===== src/rtl/mem_initiator.sv =====
// Requester for a 64x8 sync-write / comb-read data memory: one load/store at a
// time, direct or pointer-indirect, with a valid/ready response and error flag.
module mem_initiator #(
  parameter int ADDR_W = 6,
  parameter int DATA_W = 8
) (
  input  logic              clk,
  input  logic              rst_n,
  input  logic              req_valid,
  output logic              req_ready,
  input  logic [1:0]        req_op,
  input  logic [ADDR_W-1:0] req_addr,
  input  logic [DATA_W-1:0] req_wdata,
  output logic              rsp_valid,
  input  logic              rsp_ready,
  output logic [DATA_W-1:0] rsp_data,
  output logic              rsp_err,
  output logic              mem_we,
  output logic [ADDR_W-1:0] mem_addr,
  output logic [DATA_W-1:0] mem_data,
  input  logic [DATA_W-1:0] mem_out
);

  typedef enum logic [2:0] {IDLE, PTR, RD, WR, RESP} state_t;

  state_t              state_q;
  logic                is_wr_q;
  logic [ADDR_W-1:0]   addr_q;
  logic [ADDR_W-1:0]   tgt_q;
  logic [DATA_W-1:0]   wdata_q;
  logic [DATA_W-1:0]   rdata_q;
  logic                err_q;
  logic                ptr_bad;

  // Shift form keeps this legal when DATA_W == ADDR_W (no upper bits at all).
  assign ptr_bad = (mem_out >> ADDR_W) != '0;

  always_ff @(posedge clk or negedge rst_n) begin
    if (!rst_n) begin
      state_q <= IDLE;
      is_wr_q <= 1'b0;
      addr_q  <= '0;
      tgt_q   <= '0;
      wdata_q <= '0;
      rdata_q <= '0;
      err_q   <= 1'b0;
    end else begin
      case (state_q)
        IDLE: begin
          if (req_valid) begin
            is_wr_q <= req_op[0];
            addr_q  <= req_addr;
            tgt_q   <= req_addr;
            wdata_q <= req_wdata;
            err_q   <= 1'b0;
            if (req_op[1])      state_q <= PTR;
            else if (req_op[0]) state_q <= WR;
            else                state_q <= RD;
          end
        end
        PTR: begin
          if (ptr_bad) begin
            err_q   <= 1'b1;
            rdata_q <= '0;
            state_q <= RESP;
          end else begin
            tgt_q   <= mem_out[ADDR_W-1:0];
            state_q <= is_wr_q ? WR : RD;
          end
        end
        RD: begin
          rdata_q <= mem_out;
          state_q <= RESP;
        end
        WR: begin
          rdata_q <= wdata_q;
          state_q <= RESP;
        end
        RESP: begin
          if (rsp_ready) begin
            err_q   <= 1'b0;
            state_q <= IDLE;
          end
        end
        default: state_q <= IDLE;
      endcase
    end
  end

  // Everything below decodes registered state only, so reset drops mem_we at once.
  assign req_ready = (state_q == IDLE);
  assign rsp_valid = (state_q == RESP);
  assign rsp_data  = rsp_valid ? rdata_q : '0;
  assign rsp_err   = rsp_valid & err_q;
  assign mem_we    = (state_q == WR);
  assign mem_data  = (state_q == WR) ? wdata_q : '0;
  assign mem_addr  = (state_q == PTR) ? addr_q :
                     ((state_q == RD) || (state_q == WR)) ? tgt_q : '0;

endmodule


===== config.mk =====
export PLATFORM = sky130hd
export DESIGN_NAME = mem_initiator
export DESIGN_NICKNAME = d
export VERILOG_FILES = /design/src/rtl/mem_initiator.sv
export SDC_FILE = /design/constraint.sdc
export NUM_CORES = 1
export LEC_CHECK = 0
export BUFFER_PORTS_ARGS = -buffer_cell sky130_fd_sc_hd__buf_4
export CORE_UTILIZATION = 45
export CTS_CLUSTER_DIAMETER = 50
export DETAILED_ROUTE_END_ITERATION = 8
export PLACE_DENSITY = 0.72
export SYNTH_ARGS = -nofsm -noshare
export SYNTH_HDL_FRONTEND = slang
export SYNTH_SLANG_ARGS = --single-unit

===== constraint.sdc =====
create_clock -name clk -period 1.9 [get_ports clk]
set_clock_uncertainty 0.05 [all_clocks]
set_input_delay 0.19 -clock clk [delete_from_list [all_inputs] [get_ports clk]]
set_output_delay 0.19 -clock clk [all_outputs]
set_load 0.01 [all_outputs]

==> results_dict.tcl, run 1 <==
set metrics [dict create \
    coreArea_mm2 0.00347 \
    yosys-top-cells-area "sky130_fd_sc_hd__dfrtp_1, sky130_fd_sc_hd__nand2_1, sky130_fd_sc_hd__and3_1" \
    synthArstFlopShare_pct 100 \
    synth_top_cell_by_area "sky130_fd_sc_hd__dfrtp_1" \
    cts_inserted_buffers 5 \
    post_synthesis_mean_instance_area_um2 9.56 \
    status "finished, final reports clean" \
    die_width_um 63.5 \
    clock_latency_ps 280 \
    final.setup.tns_ps 0 \
    dp_hpwl_um 3040 \
    die-height_um 63.5 \
    critical_path.n_buffers_inverters 2 \
    fin_cells 280 \
    cts_tree "done" \
    min_delay_path_depth 3 \
    start_util_pct 49.1 \
    holdPathEnd "wdata_q[4]" \
    post_route_cells_drive_above_1_share_pct 33.8 \
    place.gp.congestion 0.837 \
    io_pins 54 \
    synth.net_count 206 \
    netlist-cell-type-count 29 \
    timing.critical_path.slowest_cell_delay_ps 660 \
    detail_route.drc_violations 0 \
    final_cell_area_mm2 0.00224 \
    fin_nets 261 \
    cp_slowest_cell "sky130_fd_sc_hd__dfrtp_1" \
    track_usage_pct 22.2 \
    hold_violations 0 \
    maxSlewViolCount 0 \
    placement_rows 21 \
    detail_route.iter0.violations 87 \
    num_antenna_cells 0 \
    hold_path_class "input port to flip-flop" \
    clk_root_buffer_cell "sky130_fd_sc_hd__clkbuf_8" \
    area_growth_syn_to_layout_pct 31.9 \
    routed_wirelength_um 4080 \
    finalHoldWorstSlack_ps 43.3 \
    worst-r2r-cell-count 3 \
    timing.reg2reg.setup_slack_ps 180 \
    drtPass1Iterations 4 \
    clock_sink_count 33 \
    synthXorXnorAreaFrac_pct 0 \
    detail-route-antenna-nets 0 \
    crit_chain "nor2b_1, buf_4, and3_1, buf_4" \
    pin_count_of_the_biggest_net_entering_global_routing 34 \
    antenna_found_initial 0 \
    timing.final.crit_share_pct 94.5 \
    vdd_drop_max_mv 0.793 \
    fmax_mhz 557 \
    critical_path_cell_count 4 \
    synth-adder-area-share_pct 0 \
    post-cts-setup-buffers 0 \
    area_fraction_in_compound_gates_after_synthesis_pct 14.3 \
    routed-via-count 1454 \
    netlist.area_leader.share_pct 48.5 \
    min-delay-start "req_wdata[4]" \
    htreeDepth 2 \
    maximum_buffer_depth_of_the_clock_tree 2 \
    regToRegEndpoint "tgt_q[2]" \
    leakage_nw 1.16 \
    slew-limit-headroom_pct 66.7 \
    floorplan.die_area_mm2 0.00403 \
    dominantRegCellSynth "sky130_fd_sc_hd__dfrtp_1" \
    synth_enable_flop_cells 0 \
    io_buffer_count 53 \
    arr_time_crit_path_ps 1560 \
    globalRouteOverflowTotal 0 \
    critPathMaxFanout 15 \
    critical-path-top-delay-family "flip-flops" \
    setup.worst_path.start_class "flip-flop" \
    post_drt_via_cell_ratio 5.19 \
    synth.most_common_cell "sky130_fd_sc_hd__nand2_1" \
    yosysWarningCount 0 \
    number_of_placed_instances_taps_included 271 \
    dpl-instance-area_mm2 0.00214 \
    critPathRequiredTime_ps 1660 \
    finalPower_w 0.00318 \
    synth.top_cells.by_count "sky130_fd_sc_hd__nand2_1, sky130_fd_sc_hd__dfrtp_1, sky130_fd_sc_hd__and3_1" \
    synth-simple-area-share_pct 26.5 \
    muxShareOfSynthArea_pct 5.29 \
    end_kind "output pin" \
    power_per_cell_area_mw_per_mm2 1410 \
    dominant_combinational_cell_family_by_area_after_synthesis "simple AND/OR/NAND/NOR gates" \
    final-setup-viol-count 0 \
    layout_min_cycle_time_ps 1800 \
    grt_first_pass_wirelength_um 6900 \
    wire_per_inst_um 14.6 \
    synth_seq_area_share_pct 48.5 \
    timing.max_cap.violations 0 \
    syn_area_mm2 0.00170 \
    synth-seq-cells 33 \
    crit_top_cell "sky130_fd_sc_hd__buf_4" \
    clk_transition_reported_paths_ps 70 \
    rr_startpoint "state_q[2]" \
    tightestPinTransition_ps 499 \
    syn_inst 178 \
    grt_setup_unrepaired "true" \
    critPathKind "flip-flop to output pin" \
    first_global_vias 1427 \
]
==> what timing repair did <==
action                     4_1_cts  5_1_grt
hold endpoints to repair        33        0
setup endpoints to repair        6       11
gates resized for setup          1        2
hold buffers                     1        0
gates cloned                     0        0
==> layer usage <==
metal,vias to the layer above,part of all wire (%),GRT usage [%]
met4,0,0.51,5.68
li1,725,-,-
met3,4,5.5,6.52
met2,42,47,35.1
met1,683,47,29.6
met5,-,0,0
==> registers in the layout, summed over array words and instances (netlist names) <==
name,cells
addr_q,6
err_q,1
is_wr_q,1
rdata_q,8
state_q,3
tgt_q,6
wdata_q,8
==> how the worst max path moves through the flow <==
stage	startpoint	endpoint	slack, ps
after floorplan	state_q[1]	addr_q[2]	380
after global placement	state_q[2]	tgt_q[3]	210
after detailed placement	state_q[2]	tgt_q[2]	210
after CTS	state_q[1]	mem_addr[2]	80
after global routing	state_q[1]	req_ready	-20
final	state_q[2]	mem_data[5]	100
==> final cells by class <==
type	instances	area, um2
Multi-Input combinational cell	130	793
Fill cell	321	1220
Inverter	1	3.75
Clock buffer	6	72.6
Tap cell	46	57.6
Timing Repair Buffer	62	480
Clock inverter	2	10.0
Sequential cell	33	827
==> power by group <==
| part | internal, W | total (W) | switching, W |
|---|---|---|---|
| sequential | 0.00102 | 0.00129 | 0.000267 |
| clock | 0.000254 | 0.000508 | 0.000254 |
| combinational | 0.000689 | 0.00138 | 0.000692 |
==> worst min-delay path, cell delays in order <==
cell and delay [ps]:
sky130_fd_sc_hd__buf_4 70, sky130_fd_sc_hd__nand2_1 40, sky130_fd_sc_hd__nand2_1 40
==> kinds of logic after synthesis <==
family	count (synthesis)
AOI/OAI and AO/OA	29
buffers and inverters	15
DFF	33
muxes	9
and+or+nand+nor	92
==> cells in the final DEF, fill, tap and decap left out, types with 2 or more instances in the layout <==
cell	count
sky130_fd_sc_hd__o21ai_0	3
sky130_fd_sc_hd__nand2_1	48
sky130_fd_sc_hd__clkinv_2	2
sky130_fd_sc_hd__a22oi_1	6
sky130_fd_sc_hd__o221a_1	2
sky130_fd_sc_hd__nor3_1	2
sky130_fd_sc_hd__mux2i_1	9
sky130_fd_sc_hd__nand2b_1	8
sky130_fd_sc_hd__o221a_2	4
sky130_fd_sc_hd__o2bb2ai_1	8
sky130_fd_sc_hd__buf_4	60
sky130_fd_sc_hd__dfrtp_1	32
sky130_fd_sc_hd__a21boi_0	2
sky130_fd_sc_hd__and3_1	17
sky130_fd_sc_hd__clkbuf_8	5
sky130_fd_sc_hd__nor2_1	9
==> through the flow <==
step,worst slack [ps],util (%)
2_1_floorplan,379,-
3_3_place_gp,211,61.8
3_5_place_dp,209,61.8
4_1_cts,78.3,64.5
5_1_grt,-24.2,64.7
6_report,104,64.7
Note: power is estimated with default switching activity, not from simulation.
==> run 2, diff against run 1 <==
--- a/config.mk
+++ b/config.mk
@@ -10,6 +10,7 @@
 export CTS_CLUSTER_DIAMETER = 50
 export DETAILED_ROUTE_END_ITERATION = 8
 export PLACE_DENSITY = 0.72
+export RECOVER_POWER = 100
 export SYNTH_ARGS = -nofsm -noshare
 export SYNTH_HDL_FRONTEND = slang
 export SYNTH_SLANG_ARGS = --single-unit
==> run 2 against run 1 <==
Compared with the run above: first-iteration DRC count is 2.3% higher; highest routed layer unchanged; power fell by 0.18%; worst hold slack barely moved; worst setup slack worse by 4.0 ps; critical path depth stayed put; design area fell by 0.28%; sequential cell count is the same; global-route usage stayed put; core utilization shrank 0.18 points; non-clock buffer count stayed put.
==> results_dict.tcl, run 2 (synthesis results as in run 1) <==
set metrics [dict create \
    pin_count_of_the_biggest_net_entering_global_routing 34 \
    cts_tree "done" \
    clock_latency_ps 280 \
    power_per_cell_area_mw_per_mm2 1420 \
    num_antenna_cells 0 \
    layout_min_cycle_time_ps 1800 \
    die_width_um 63.5 \
    clock_sink_count 33 \
    combPwrFrac_pct 43.3 \
    slew-limit-headroom_pct 46.6 \
    floorplan.die_area_mm2 0.00403 \
    area_growth_syn_to_layout_pct 31.5 \
    drtPass1Iterations 4 \
    htreeDepth 2 \
    hold_path_class "input port to flip-flop" \
    critical-path-top-delay-family "flip-flops" \
    detail_route.drc_violations 0 \
    area_of_combinational_cells_with_multiple_inputs_um2 793 \
    post-cts-setup-buffers 0 \
    first_global_vias 1427 \
    dpl_worst_slack_ps 209 \
    layout.filler_cells 324 \
    cp_slowest_cell "sky130_fd_sc_hd__dfrtp_1" \
    detail_route.iter0.violations 89 \
    timing.max_cap.violations 0 \
    critPathKind "flip-flop to output pin" \
    finalHoldWorstSlack_ps 43.2 \
    layout.cells.most_common_list "sky130_fd_sc_hd__buf_4, sky130_fd_sc_hd__nand2_1, sky130_fd_sc_hd__dfrtp_1" \
    routed-via-count 1450 \
    final-setup-viol-count 0 \
    io_pins 54 \
    timing.critical_path.slowest_cell_delay_ps 660 \
    clk_transition_reported_paths_ps 70 \
    fraction_of_power_spent_switching_nets_pct 38.4 \
    grt_first_pass_wirelength_um 6900 \
    p_seq_share_pct 40.6 \
    start_util_pct 49.1 \
    coreArea_mm2 0.00347 \
    end_kind "output pin" \
    placement_rows 21 \
    timing.final.crit_share_pct 94.7 \
    wire_per_inst_um 14.6 \
    dp_hpwl_um 3040 \
    fin_util_pct 64.5 \
    fin_nets 261 \
    crit_top_cell "sky130_fd_sc_hd__buf_4" \
    arr_time_crit_path_ps 1560 \
    globalRouteOverflowTotal 0 \
    grt_setup_unrepaired "true" \
    sequential_cell_area_um2 827 \
    io_buffer_count 53 \
    detail-route-antenna-nets 0 \
    post-route-worst-setup-slack_ps 100 \
    fmax_mhz 556 \
    track_usage_pct 22.2 \
    maximum_buffer_depth_of_the_clock_tree 2 \
    critical_path.n_buffers_inverters 2 \
    maxSlewViolCount 0 \
    top_regs "rdata_q (8), wdata_q (8)" \
    final.setup.tns_ps 0 \
    clock_power_share_pct 16.1 \
    post_route_cells_drive_above_1_share_pct 33.3 \
    post_drt_via_cell_ratio 5.18 \
    critPathRequiredTime_ps 1660 \
    setup.worst_path.start_class "flip-flop" \
    clk_root_buffer_cell "sky130_fd_sc_hd__clkbuf_8" \
    die-height_um 63.5 \
    internal-power_w 0.00195 \
    place.gp.congestion 0.837 \
    hold_violations 0 \
    crit_chain "nor2b_1, buf_4, and3_1, buf_4" \
    vdd_drop_max_mv 0.794 \
    critPathMaxFanout 15 \
    cts_inserted_buffers 5 \
    tightestPinTransition_ps 801 \
    leakage_nw 1.16 \
    routed_wirelength_um 4090 \
    antenna_found_initial 0 \
    net-switching-power_w 0.00122 \
    mostFrequentLayoutCell "sky130_fd_sc_hd__buf_4" \
    status "finished, final reports clean" \
]
[run 2: cell type report]
class                   count  share of cell area [%]
multi-input cells         130                    35.4
clock inverters             2                   0.447
inverters                   1                   0.168
repair buffers             62                    21.2
well taps                  46                    2.57
clock buffers               6                    3.24
flip-flops and latches     33                    36.9
[run 2: power by group through the flow]
stage / clock network, W / registers [W] / logic (W)
final: 0.000509 / 0.00129 / 0.00137
after global placement: 0 / 0.00129 / 0.00135
after global routing: 0.000555 / 0.00133 / 0.00154
after floorplan: 0 / 0.00115 / 0.00102
after CTS: 0.000516 / 0.00129 / 0.00139
after detailed placement: 0 / 0.00129 / 0.00138
[run 2: what timing repair did]
| action | CTS | global route |
|---|---|---|
| setup endpoints to repair | 6 | 11 |
| endpoints found under the hold margin | 33 | 0 |
| hold buffers | 1 | 0 |
| gates resized for setup | 1 | 2 |
[run 2: worst min-delay path, stage by stage]
cell	delay (ps)
sky130_fd_sc_hd__buf_4	70
sky130_fd_sc_hd__nand2_1	40
sky130_fd_sc_hd__nand2_1	40
[run 2: path summary, 6_finish.rpt]
path                               from           to  slack, ps  cells past startpoint
hold / removal             req_wdata[4]   wdata_q[4]         40                      3
max in group asynchronous         rst_n   state_q[0]        770                      2
hold reg to reg              rdata_q[5]   rdata_q[5]        430                      1
setup reg to reg             state_q[2]     tgt_q[2]        180                      3
setup / recovery             state_q[2]  mem_data[5]        100                      4
min in group asynchronous         rst_n   rdata_q[1]        470                      2
[run 2: per-layer routing]
metal  wire [um]  global-route usage [%]  vias to the layer above
li1            -                       -                      725
met1        1940                    29.6                      681
met2        1900                    35.1                       40
met3         222                    6.52                        4
met4          21                    5.68                        0
met5           0                       0                        -
[run 2: through the flow]
step / area (um2) / std cells / power, W
2_1_floorplan: 1700 / 178 / 0.00217
3_3_place_gp: 2140 / 271 / 0.00263
3_5_place_dp: 2140 / 271 / 0.00268
4_1_cts: 2240 / 280 / 0.00319
5_1_grt: 2240 / 280 / 0.00343
6_report: 2240 / 280 / 0.00317
==> run 3, diff against run 2 <==
--- a/config.mk
+++ b/config.mk
@@ -6,10 +6,12 @@
 export NUM_CORES = 1
 export LEC_CHECK = 0
 export BUFFER_PORTS_ARGS = -buffer_cell sky130_fd_sc_hd__buf_4
-export CORE_UTILIZATION = 45
+export CELL_PAD_IN_SITES_DETAIL_PLACEMENT = 1
+export CELL_PAD_IN_SITES_GLOBAL_PLACEMENT = 1
+export CORE_UTILIZATION = 37
 export CTS_CLUSTER_DIAMETER = 50
 export DETAILED_ROUTE_END_ITERATION = 8
-export PLACE_DENSITY = 0.72
+export PLACE_DENSITY_LB_ADDON = 0.1
 export RECOVER_POWER = 100
 export SYNTH_ARGS = -nofsm -noshare
 export SYNTH_HDL_FRONTEND = slang
==> run 3 against run 2 <==
Compared with the run above: sequential cell count did not move; sequential power about the same; first-iteration DRC count decreased by 51%; design area fell by 2.3%; highest routed layer unchanged; wire length up 20%; clock-buffer cell count rose by 1; sequential share of layout area up 0.89 points; fmax up 0.12%; die area grew 21%; cell count grew 2.5%; largest cell class unchanged; clock power rose by 4.5%.
==> results_dict.tcl, run 3 (synthesis results as in run 1) <==
set metrics [dict create \
    top_regs "rdata_q (8), wdata_q (8)" \
    maximum_buffer_depth_of_the_clock_tree 2 \
    io_pins 54 \
    final_cell_area_mm2 0.00219 \
    hold_violations 0 \
    track_usage_pct 21.9 \
    detail-route-antenna-nets 0 \
    fin_util_pct 49.9 \
    final-setup-viol-count 0 \
    sequential_cell_area_um2 827 \
    floorplan.die_area_mm2 0.00487 \
    drtPass1Iterations 4 \
    arr_time_crit_path_ps 1560 \
    cts_tree "done" \
    clock_sink_count 33 \
    grt_setup_unrepaired "false" \
    power_per_cell_area_mw_per_mm2 1460 \
    vdd_drop_max_mv 0.478 \
    io_buffer_count 53 \
    fin_nets 263 \
    clk_root_buffer_cell "sky130_fd_sc_hd__clkbuf_8" \
    num_antenna_cells 0 \
    leakage_nw 1.10 \
    layout.cells.most_common_list "sky130_fd_sc_hd__nand2_1, sky130_fd_sc_hd__buf_4, sky130_fd_sc_hd__dfrtp_1" \
    htreeDepth 2 \
    rr_startpoint "state_q[0]" \
    number_of_placed_instances_taps_included 279 \
    antenna_found_initial 0 \
    timing.final.crit_share_pct 94.6 \
    final.setup.tns_ps 0 \
    wire_per_inst_um 17.1 \
    critPathKind "flip-flop to output pin" \
    post_drt_via_cell_ratio 5.32 \
    min-delay-start "req_wdata[4]" \
    start_util_pct 38.8 \
    area_growth_syn_to_layout_pct 28.5 \
    post_route_cells_drive_above_1_share_pct 26.0 \
    critPathMaxFanout 13 \
    status "finished, final reports clean" \
    cts_inserted_buffers 5 \
    area_of_combinational_cells_with_multiple_inputs_um2 798 \
    fin_cells 287 \
    layout.filler_cells 534 \
    globalRouteOverflowTotal 0 \
    layout_min_cycle_time_ps 1800 \
    detail_route.iter0.violations 44 \
    routed-via-count 1528 \
    hold_path_class "input port to flip-flop" \
    routed_wirelength_um 4910 \
    dp_hpwl_um 3670 \
    fmax_mhz 556 \
    post-cts-setup-buffers 0 \
    dpl-instance-area_mm2 0.00216 \
    place.gp.congestion 0.798 \
    clk_transition_reported_paths_ps 70 \
    detail_route.drc_violations 0 \
    clock_latency_ps 280 \
    critPathRequiredTime_ps 1660 \
    mostFrequentLayoutCell "sky130_fd_sc_hd__nand2_1" \
    timing.max_cap.violations 0 \
    setup.worst_path.start_class "flip-flop" \
    die-height_um 69.8 \
    end_kind "output pin" \
    coreArea_mm2 0.00438 \
    tightestPinTransition_ps 837 \
    pin_count_of_the_biggest_net_entering_global_routing 34 \
    maxSlewViolCount 0 \
    grt_first_pass_wirelength_um 8270 \
    placement_rows 24 \
    die_width_um 69.8 \
    first_global_vias 1616 \
    worstSetupStartpoint "state_q[2]" \
    slew-limit-headroom_pct 44.2 \
]
## run 3: cell count changes in the layout (fill, tap and decap cells not counted), moves of 2 or more
| cell | change |
|---|---|
| sky130_fd_sc_hd__clkbuf_1 | +17 |
| sky130_fd_sc_hd__clkbuf_2 | +3 |
| sky130_fd_sc_hd__clkinv_2 | -2 |
| sky130_fd_sc_hd__buf_4 | -18 |
## run 3: worst paths after layout
check,end,slack [ps],depth (start not counted)
min reg2reg,rdata_q[0],430,1
min,wdata_q[4],50,3
min in group asynchronous,wdata_q[7],490,2
max reg2reg,addr_q[2],120,3
max,mem_data[0],100,4
max in group asynchronous,state_q[1],730,2
## run 3: area by class of cell
| type | instances | area share, % |
|---|---|---|
| sequential | 33 | 37.8 |
| inverter | 1 | 0.172 |
| tap | 52 | 2.98 |
| clock buffer | 7 | 3.95 |
| multi-input combinational | 130 | 36.5 |
| timing repair buffer | 64 | 18.5 |
## run 3: per-stage QoR
stage	hold slack [ps]	power, W	setup slack [ps]
6_report	47.0	0.00318	102
3_3_place_gp	104	0.00267	216
2_1_floorplan	-156	0.00217	379
4_1_cts	42.3	0.00331	7.07
5_1_grt	55.4	0.00344	14.6
3_5_place_dp	112	0.00275	177
## run 3: repair_timing
action	in CTS	in global routing
gates resized for setup	1	2
hold buffers	1	0
endpoints found under the hold margin	33	0
endpoints found under the setup margin	6	12
cloned	0	0
## run 3: power by group
group	switching [W]	internal [W]	total [W]	leakage, nW
Sequential	0.000270	0.00102	0.00129	0.406
Clock	0.000245	0.000287	0.000532	0.0443
Combinational	0.000765	0.000595	0.00136	0.646
Total	0.00128	0.00190	0.00318	1.10
## run 3: per-layer routing
layer / track usage, % / vias up / wire length [um]
met3: 4.65 / 4 / 175
met4: 6.22 / 0 / 46
met5: 0 / - / 0
li1: - / 723 / -
met2: 35.7 / 39 / 2400
met1: 29.2 / 762 / 2290
## run 3: critical path: stages (launching register included)
cell and delay (ps):
sky130_fd_sc_hd__dfrtp_1 510, sky130_fd_sc_hd__nor2b_1 250, sky130_fd_sc_hd__buf_4 200, sky130_fd_sc_hd__and3_1 170, sky130_fd_sc_hd__clkbuf_1 140
